`src/rtl/icache.sv`:
```
// Direct-mapped, one-word-per-line, read-only instruction cache.
// It serves fetches from the datapath. On a miss it fills the line from the memory controller.
module icache #(
    parameter int NSETS = 16,
    parameter int IDX_W = $clog2(NSETS),
    parameter int TAG_W = 30 - IDX_W
) (
    input  logic        CLK,
    input  logic        nRST,
    input  logic        imemREN,
    input  logic [31:0] imemaddr,
    output logic        ihit,
    output logic [31:0] imemload,
    output logic        iREN,
    output logic [31:0] iaddr,
    input  logic        iwait,
    input  logic [31:0] iload
);

    typedef enum logic {IDLE, FILL} state_t;

    state_t            state, next_state;
    logic [NSETS-1:0]  valid;
    logic [TAG_W-1:0]  tag_q  [NSETS];
    logic [31:0]       data_q [NSETS];
    logic [31:0]       miss_addr;

    logic [IDX_W-1:0]  idx, miss_idx;
    logic [TAG_W-1:0]  req_tag;
    logic              hit, fill_done, miss_start;
    logic              unused_byte_offset;

    assign idx        = imemaddr[IDX_W+1:2];
    assign req_tag    = imemaddr[31:IDX_W+2];
    assign miss_idx   = miss_addr[IDX_W+1:2];
    assign hit        = imemREN & valid[idx] & (tag_q[idx] == req_tag);
    assign fill_done  = (state == FILL) & ~iwait;
    assign miss_start = (state == IDLE) & imemREN & ~hit;
    assign unused_byte_offset = ^imemaddr[1:0];

    // State register; reset also aborts an outstanding fill.
    always_ff @(posedge CLK or negedge nRST) begin
        if (!nRST) state <= IDLE;
        else       state <= next_state;
    end

    // Valid bits and the latched miss address; only these need reset.
    always_ff @(posedge CLK or negedge nRST) begin
        if (!nRST) begin
            valid     <= '0;
            miss_addr <= '0;
        end else begin
            if (miss_start) miss_addr <= {imemaddr[31:2], 2'b00};
            if (fill_done)  valid[miss_idx] <= 1'b1;
        end
    end

    // Tag/data arrays: written only when a fill completes, never reset.
    always_ff @(posedge CLK) begin
        if (fill_done) begin
            tag_q[miss_idx]  <= miss_addr[31:IDX_W+2];
            data_q[miss_idx] <= iload;
        end
    end

    // Next-state and output decode; iaddr always comes straight from miss_addr.
    always_comb begin
        next_state = state;
        ihit       = 1'b0;
        imemload   = '0;
        iREN       = 1'b0;
        iaddr      = miss_addr;
        case (state)
            IDLE: begin
                ihit = hit;
                if (hit) imemload = data_q[idx];
                if (miss_start) next_state = FILL;
            end
            FILL: begin
                iREN = 1'b1;
                if (!iwait) next_state = IDLE;
            end
        endcase
    end

endmodule

```
`config.mk`:
```
export PLATFORM = sky130hd
export DESIGN_NAME = icache
export DESIGN_NICKNAME = d
export VERILOG_FILES = /design/src/rtl/icache.sv
export SDC_FILE = /design/constraint.sdc
export NUM_CORES = 1
export LEC_CHECK = 0
export ABC_AREA = 1
export BUFFER_PORTS_ARGS = -buffer_cell sky130_fd_sc_hd__clkbuf_2
export CAP_MARGIN = 10
export CORE_ASPECT_RATIO = 0.9
export CORE_UTILIZATION = 30
export CTS_CLUSTER_SIZE = 12
export DETAILED_ROUTE_END_ITERATION = 8
export PLACE_DENSITY = 0.41
export SLEW_MARGIN = 40
export SYNTH_ARGS = -nofsm -noshare
export SYNTH_HDL_FRONTEND = slang
export SYNTH_SLANG_ARGS = --single-unit
```
`constraint.sdc`:
```
create_clock -name CLK -period 5.1 [get_ports CLK]
set_input_delay 0.255 -clock CLK [delete_from_list [all_inputs] [get_ports CLK]]
set_output_delay 0.255 -clock CLK [all_outputs]
set_load 0.01 [all_outputs]
```
# == After elaboration in Yosys (flattened, before gate mapping) ==
# Memory sizes are Yosys's and may differ from the RTL's.
# Index checks and enable logic that the tools add are counted.
# W data, S select, Z words.
# totals
reg_bits,47
mem_bits_rw,928
input_bits,68
output_inout_bits,66
n_memories,2
# memory_table
memory,depth,word_bits,rd,rd_ports_with_merged_regs,write_ports,line_no,rtl
data_q,16,32,1,0,1,25,logic [31:0] data_q [NSETS];
tag_q,16,26,1,0,1,24,logic [TAG_W-1:0] tag_q [NSETS];
# classes
n_lt_le_gt_ge,3
eq_ne,1
n_mux,13
n_bitwise,9
reduce_logical,1
# op_table
operator,count
$mux W32,2
$eq A26 B26 Y1,1
$or A16 B16 Y16,1
$lt A4 B5 Y1 const B,2
$mux W1,8
$and A1 B1 Y1,5
$bmux W1 S4,1
$demux W1 S4,1
$ge A4 B1 Y1 const B,1
$not A1 Y1,3
$pmux W1 S2,1
$logic_and A1 B1 Y1,1

# == Longest topological paths before layout ==
# logic_depth
word_depth,8
depth_mapped,21

# == Worst setup path after synthesis ==
# Ideal clock, no wire load.
# synth_timing
path_kind,register -> register
from,register state
to,memory data_q[13][0] (enable)
arrival_ns,3.328
setup_slack_ns,1.297
path_stages_with_launch,5
path_buffers,0
synth_period_minus_slack_ns,3.803
path_cell_list,dfrtp_1 inv_1 nor2_1 nand3_1 nor2_1
# synth_via
elab_chain_len,3
# synth_rtl
item,line_no,rtl
from (decl),22,"state_t state, next_state;"
from (signal assigned),44,else state <= next_state;
$and A1 B1 Y1,37,assign fill_done = (state == FILL) & ~iwait;
$mux W1,60,if (fill_done) begin
$mux W1 (implied by the code),62,data_q[miss_idx] <= iload;
to (decl),25,
# No other way between the ends.

# == Worst setup path in the final report ==
# layout_timing
from,input port imemaddr[3]
to,output port imemload[10]
# layout_via
elab_chain_len,6
elab_cells_between_ends,9
classes_between,eq/ne: 1; mux: 4; bitwise: 2; memory: 2
# layout_rtl
item,line_no,rtl
from (decl),11,"input logic [31:0] imemaddr,"
"parallel branches: the longest is 4 deep, another holds $mem_v2 Z16 W26",n/a,
$mux W32 *,76,if (hit) imemload = data_q[idx];
$mux W32 *,73,case (state)
to (decl),13,"output logic [31:0] imemload,"
# Mark *: on every way between the ends. The select of a mux whose other input is x is not followed.

==> metrics.md <==
| Metric | Value |
|---|---|
| Area growth, synth to finish | `17.2%` |
| Slew headroom | `44.2%` |
| Reg2reg start | `state` |
| Clock sink count | `975` |
| Final net count | `3535` |
| CTS tree | `yes` |
| Pint | `13.9 mW` |
| Filler-free cell count of the finished design | `5284` |
| Req. time, crit path | `4.85 ns` |
| Net Sw Frac | `24.6%` |
| Fin crit period | `4.41 ns` |
| Worst setup SP type | `primary input` |
| Crit-path cells | `dlygate4sd3_1 > buf_8 > buf_4 > nand3_1 > nand3_1 > nand3_1 > nand3_1 > nand2_1 > a21oi_1 > nand2_1 > nor2_1 > nand2_1 > nor2_1 > nand2_4 > buf_4 > nor2_2 > clkbuf_2` |
| Tcrit/Tclk final | `86.5%` |
| Vias in the first global route | `24585` |
| Grt ovf | `0` |
| Post_cts resized | `0` |
| First-pass GRT wire length | `176000 microns` |
| Largest net degree at the start of global routing | `144` |
| Clk pwr share | `41.0%` |
| Pins Over Slew Limit | `0` |
| Slowest cell delay on critical path | `0.66 ns` |
| Root buffer cell | `clkbuf_16` |
| Syn_area_per_cell | `12.0 sq um` |
| Rows | `126` |
| Outcome | `finished clean` |
| Setup CP Type | `in -> out` |
| Routed Antenna Nets | `0` |
| Unrepaired setup endpoints after global routing | `no` |
| Slowest CP cell | `buf_4` |
| WL final | `121000 microns` |
| Final setup viols | `0` |
| Synthesis-stage register bit count | `975` |
| Critical path peak fanout | `44` |
| Yosys warning count | `0` |
| Critical Path AT | `4.15 ns` |
| PwrDens | `395 nW/um^2` |
| Seq/Total Area, Yosys | `73.2%` |
| Starting Density | `30.3%` |
| Reg clk slew, reported paths | `0.06 ns` |
| Cells after DPL | `5026` |
| FF-to-FF End | `tag_q[5][9]` |
| Setup_tns | `0 ns` |
| Static leakage | `17.0 nW` |
| TritonRoute pass-1 iters | `5` |
| Worst-margin pin slew | `0.837 ns` |
| Routability Congestion | `0.736` |
| Switching power | `4.53 mW` |
| DR vias | `25444` |
| DRC violations left | `0` |
| # port buffers | `129` |
| Synth Cell Area | `39700 sq um` |
| Clk buf depth | `3` |
| Initial DRC count | `1745` |
| Crit path top cell by count | `nand3_1` |
| Final Hold Fails | `0` |
| Seq pwr share | `51.4%` |
| Post-DR wirelength/cell | `23.0 microns` |
| Crit. End Element | `output port` |
| Post-detail-place hpwl | `61100 microns` |
| Number of buffers created by CTS | `106` |
| Top delay family on crit path | `buffers and inverters` |
| FF-to-FF setup slack | `1.65 ns` |
| CTS H-tree lvls | `3` |
| Multi-input gate area | `9110 sq um` |
| Worst IR Drop VDD | `0.289 mV` |
| Crit path buf inv count | `5` |
| Maxcap violations | `0` |
| Comb pwr share | `7.5%` |
| Top Ports | `134` |
| Share of layout cells above drive strength 1 | `11.4%` |
| Hold WC Path Type | `in -> async` |
| Yosys cell types | `25` |
| Reg2Reg Depth | `5` |
| Skew-Pair Late Insertion Delay | `0.73 ns` |
| Initial antenna violation count | `6` |
| Vias per inst | `4.82` |
| Reg area | `29000 sq um` |
| Max Freq | `227 MHz` |
| CP Depth | `17` |
| Die height | `347 microns` |
| Core box area | `131000 sq um` |
| Die Span X | `385 microns` |
| Die footprint | `134000 sq um` |
| Fillers | `13024` |
| GRT Total Usage | `18.0%` |
| Syn Inst Count | `3303` |
| Clock Skews | `0.0222 ns` |
cell usage in the layout (no fill, tap or decap), drive strengths merged:
cell type	synthesis	final
edfxtp	928	928
nand2	893	893
nand3	288	288
clkbuf	101	268
a21oi	259	259
nor2	213	213
inv	188	192
a221oi	121	121
o21ai	85	85
buf	107	77
dlygate4sd3	0	61
dfrtp	47	47
clkinv	0	43
o31ai	32	32
o211ai	19	19
or2	8	8
a31oi	7	7
nand3b	5	5
bufinv	0	5
conb	1	2
diode	0	1
nand4	1	1
clkinvlp	0	1
per-layer routing:
| metal | up-vias | track usage (%) | part of all wire [%] |
|---|---|---|---|
| met5 | - | 0 | 0.041 |
| met4 | 10 | 4.02 | 1.8 |
| met3 | 141 | 3.19 | 4.2 |
| met2 | 447 | 28.2 | 46 |
| met1 | 12779 | 25.9 | 48 |
| li1 | 12067 | - | - |
sequential cells by signal, summed over array words and instances (netlist names):
signal	count
data_q	512
tag_q	416
iaddr	30
valid	16
state	1
timing repair:
item	in CTS	in global routing
hold endpoints to repair	587	0
hold buffers	61	0
buffers inserted	0	0
final cells by class:
type,instances,area share (%)
repair buffers,263,4.49
flip-flops and latches,975,62.4
inverters,188,1.58
multi-input cells,1933,19.6
well taps,1728,4.65
diodes,1,0.00538
clock buffers,143,6.31
clock inverters,53,0.955
through the flow:
step | power, mW | setup slack, ns | hold WS, ns | util (%) | cell area, sq um
detailed placement | 11.0 | 1.16 | 0.447 | 32.4 | 42500
finish | 18.4 | 0.691 | 0.151 | 35.5 | 46500
global route | 19.1 | 0.365 | 0.165 | 35.5 | 46500
floorplan | 10.3 | 1.30 | -0.0406 | - | 39700
global placement | 11.0 | 1.06 | 0.440 | 32.4 | 42500
CTS | 18.6 | 0.613 | 0.170 | 35.5 | 46500
worst max-delay path by stage:
| stage | startpoint | slack (ns) | to |
|---|---|---|---|
| final | imemaddr[3] | 0.69 | imemload[10] |
| after global routing | imemaddr[3] | 0.37 | imemload[11] |
| after CTS | imemaddr[3] | 0.61 | imemload[10] |
| after detailed placement | imemaddr[2] | 1.16 | imemload[10] |
| after global placement | imemaddr[3] | 1.06 | imemload[10] |
| after floorplan | state | 1.30 | data_q[13][0] |
tightest hold or removal path, cell delays in order:
cell and delay [ns]:
dlygate4sd3_1 0.52, buf_2 0.11, buf_6 0.45
cells by family (layout without fill, tap and decap cells):
logic type | count (synthesis) | in the layout | share of synthesized area (%)
AO/OA/AOI/OAI | 523 | 523 | 8.08
buffers and inverters | 396 | 647 | 4.20
AND/OR/NAND/NOR | 1408 | 1408 | 14.5
other | 1 | 3 | 0.00945
flip-flops | 975 | 975 | 73.2
power groups by stage:
stage / combinational [mW] / sequential [mW] / clock (mW)
2_1_floorplan: 0.730 / 9.55 / 0
3_3_place_gp: 1.37 / 9.63 / 0
3_5_place_dp: 1.38 / 9.63 / 0
4_1_cts: 1.42 / 9.47 / 7.75
5_1_grt: 1.54 / 9.50 / 8.06
6_report: 1.38 / 9.46 / 7.55
Yosys cell counts:
| master | count | area [sq um] |
|---|---|---|
| nand4_1 | 1 | 6.26 |
| o21ai_0 | 70 | 350 |
| buf_6 | 6 | 67.6 |
| buf_1 | 22 | 82.6 |
| nor2_1 | 184 | 691 |
| nand3_1 | 288 | 1440 |
| edfxtp_1 | 928 | 27900 |
| buf_4 | 15 | 113 |
| o21ai_1 | 15 | 75.1 |
| clkbuf_1 | 101 | 379 |
| nand2_1 | 892 | 3350 |
| inv_1 | 184 | 691 |
| or2_2 | 8 | 50.1 |
| conb_1 | 1 | 3.75 |
| o31ai_1 | 32 | 240 |
| nand2_2 | 1 | 6.26 |
| inv_2 | 4 | 15.0 |
| nor2_2 | 29 | 181 |
| a21oi_1 | 259 | 1300 |
| a31oi_1 | 7 | 43.8 |
| o211ai_1 | 19 | 143 |
| dfrtp_1 | 47 | 1180 |
| nand3b_1 | 5 | 37.5 |
| buf_2 | 64 | 320 |
| a221oi_1 | 121 | 1060 |
Note: power is estimated with default switching activity, not from simulation.
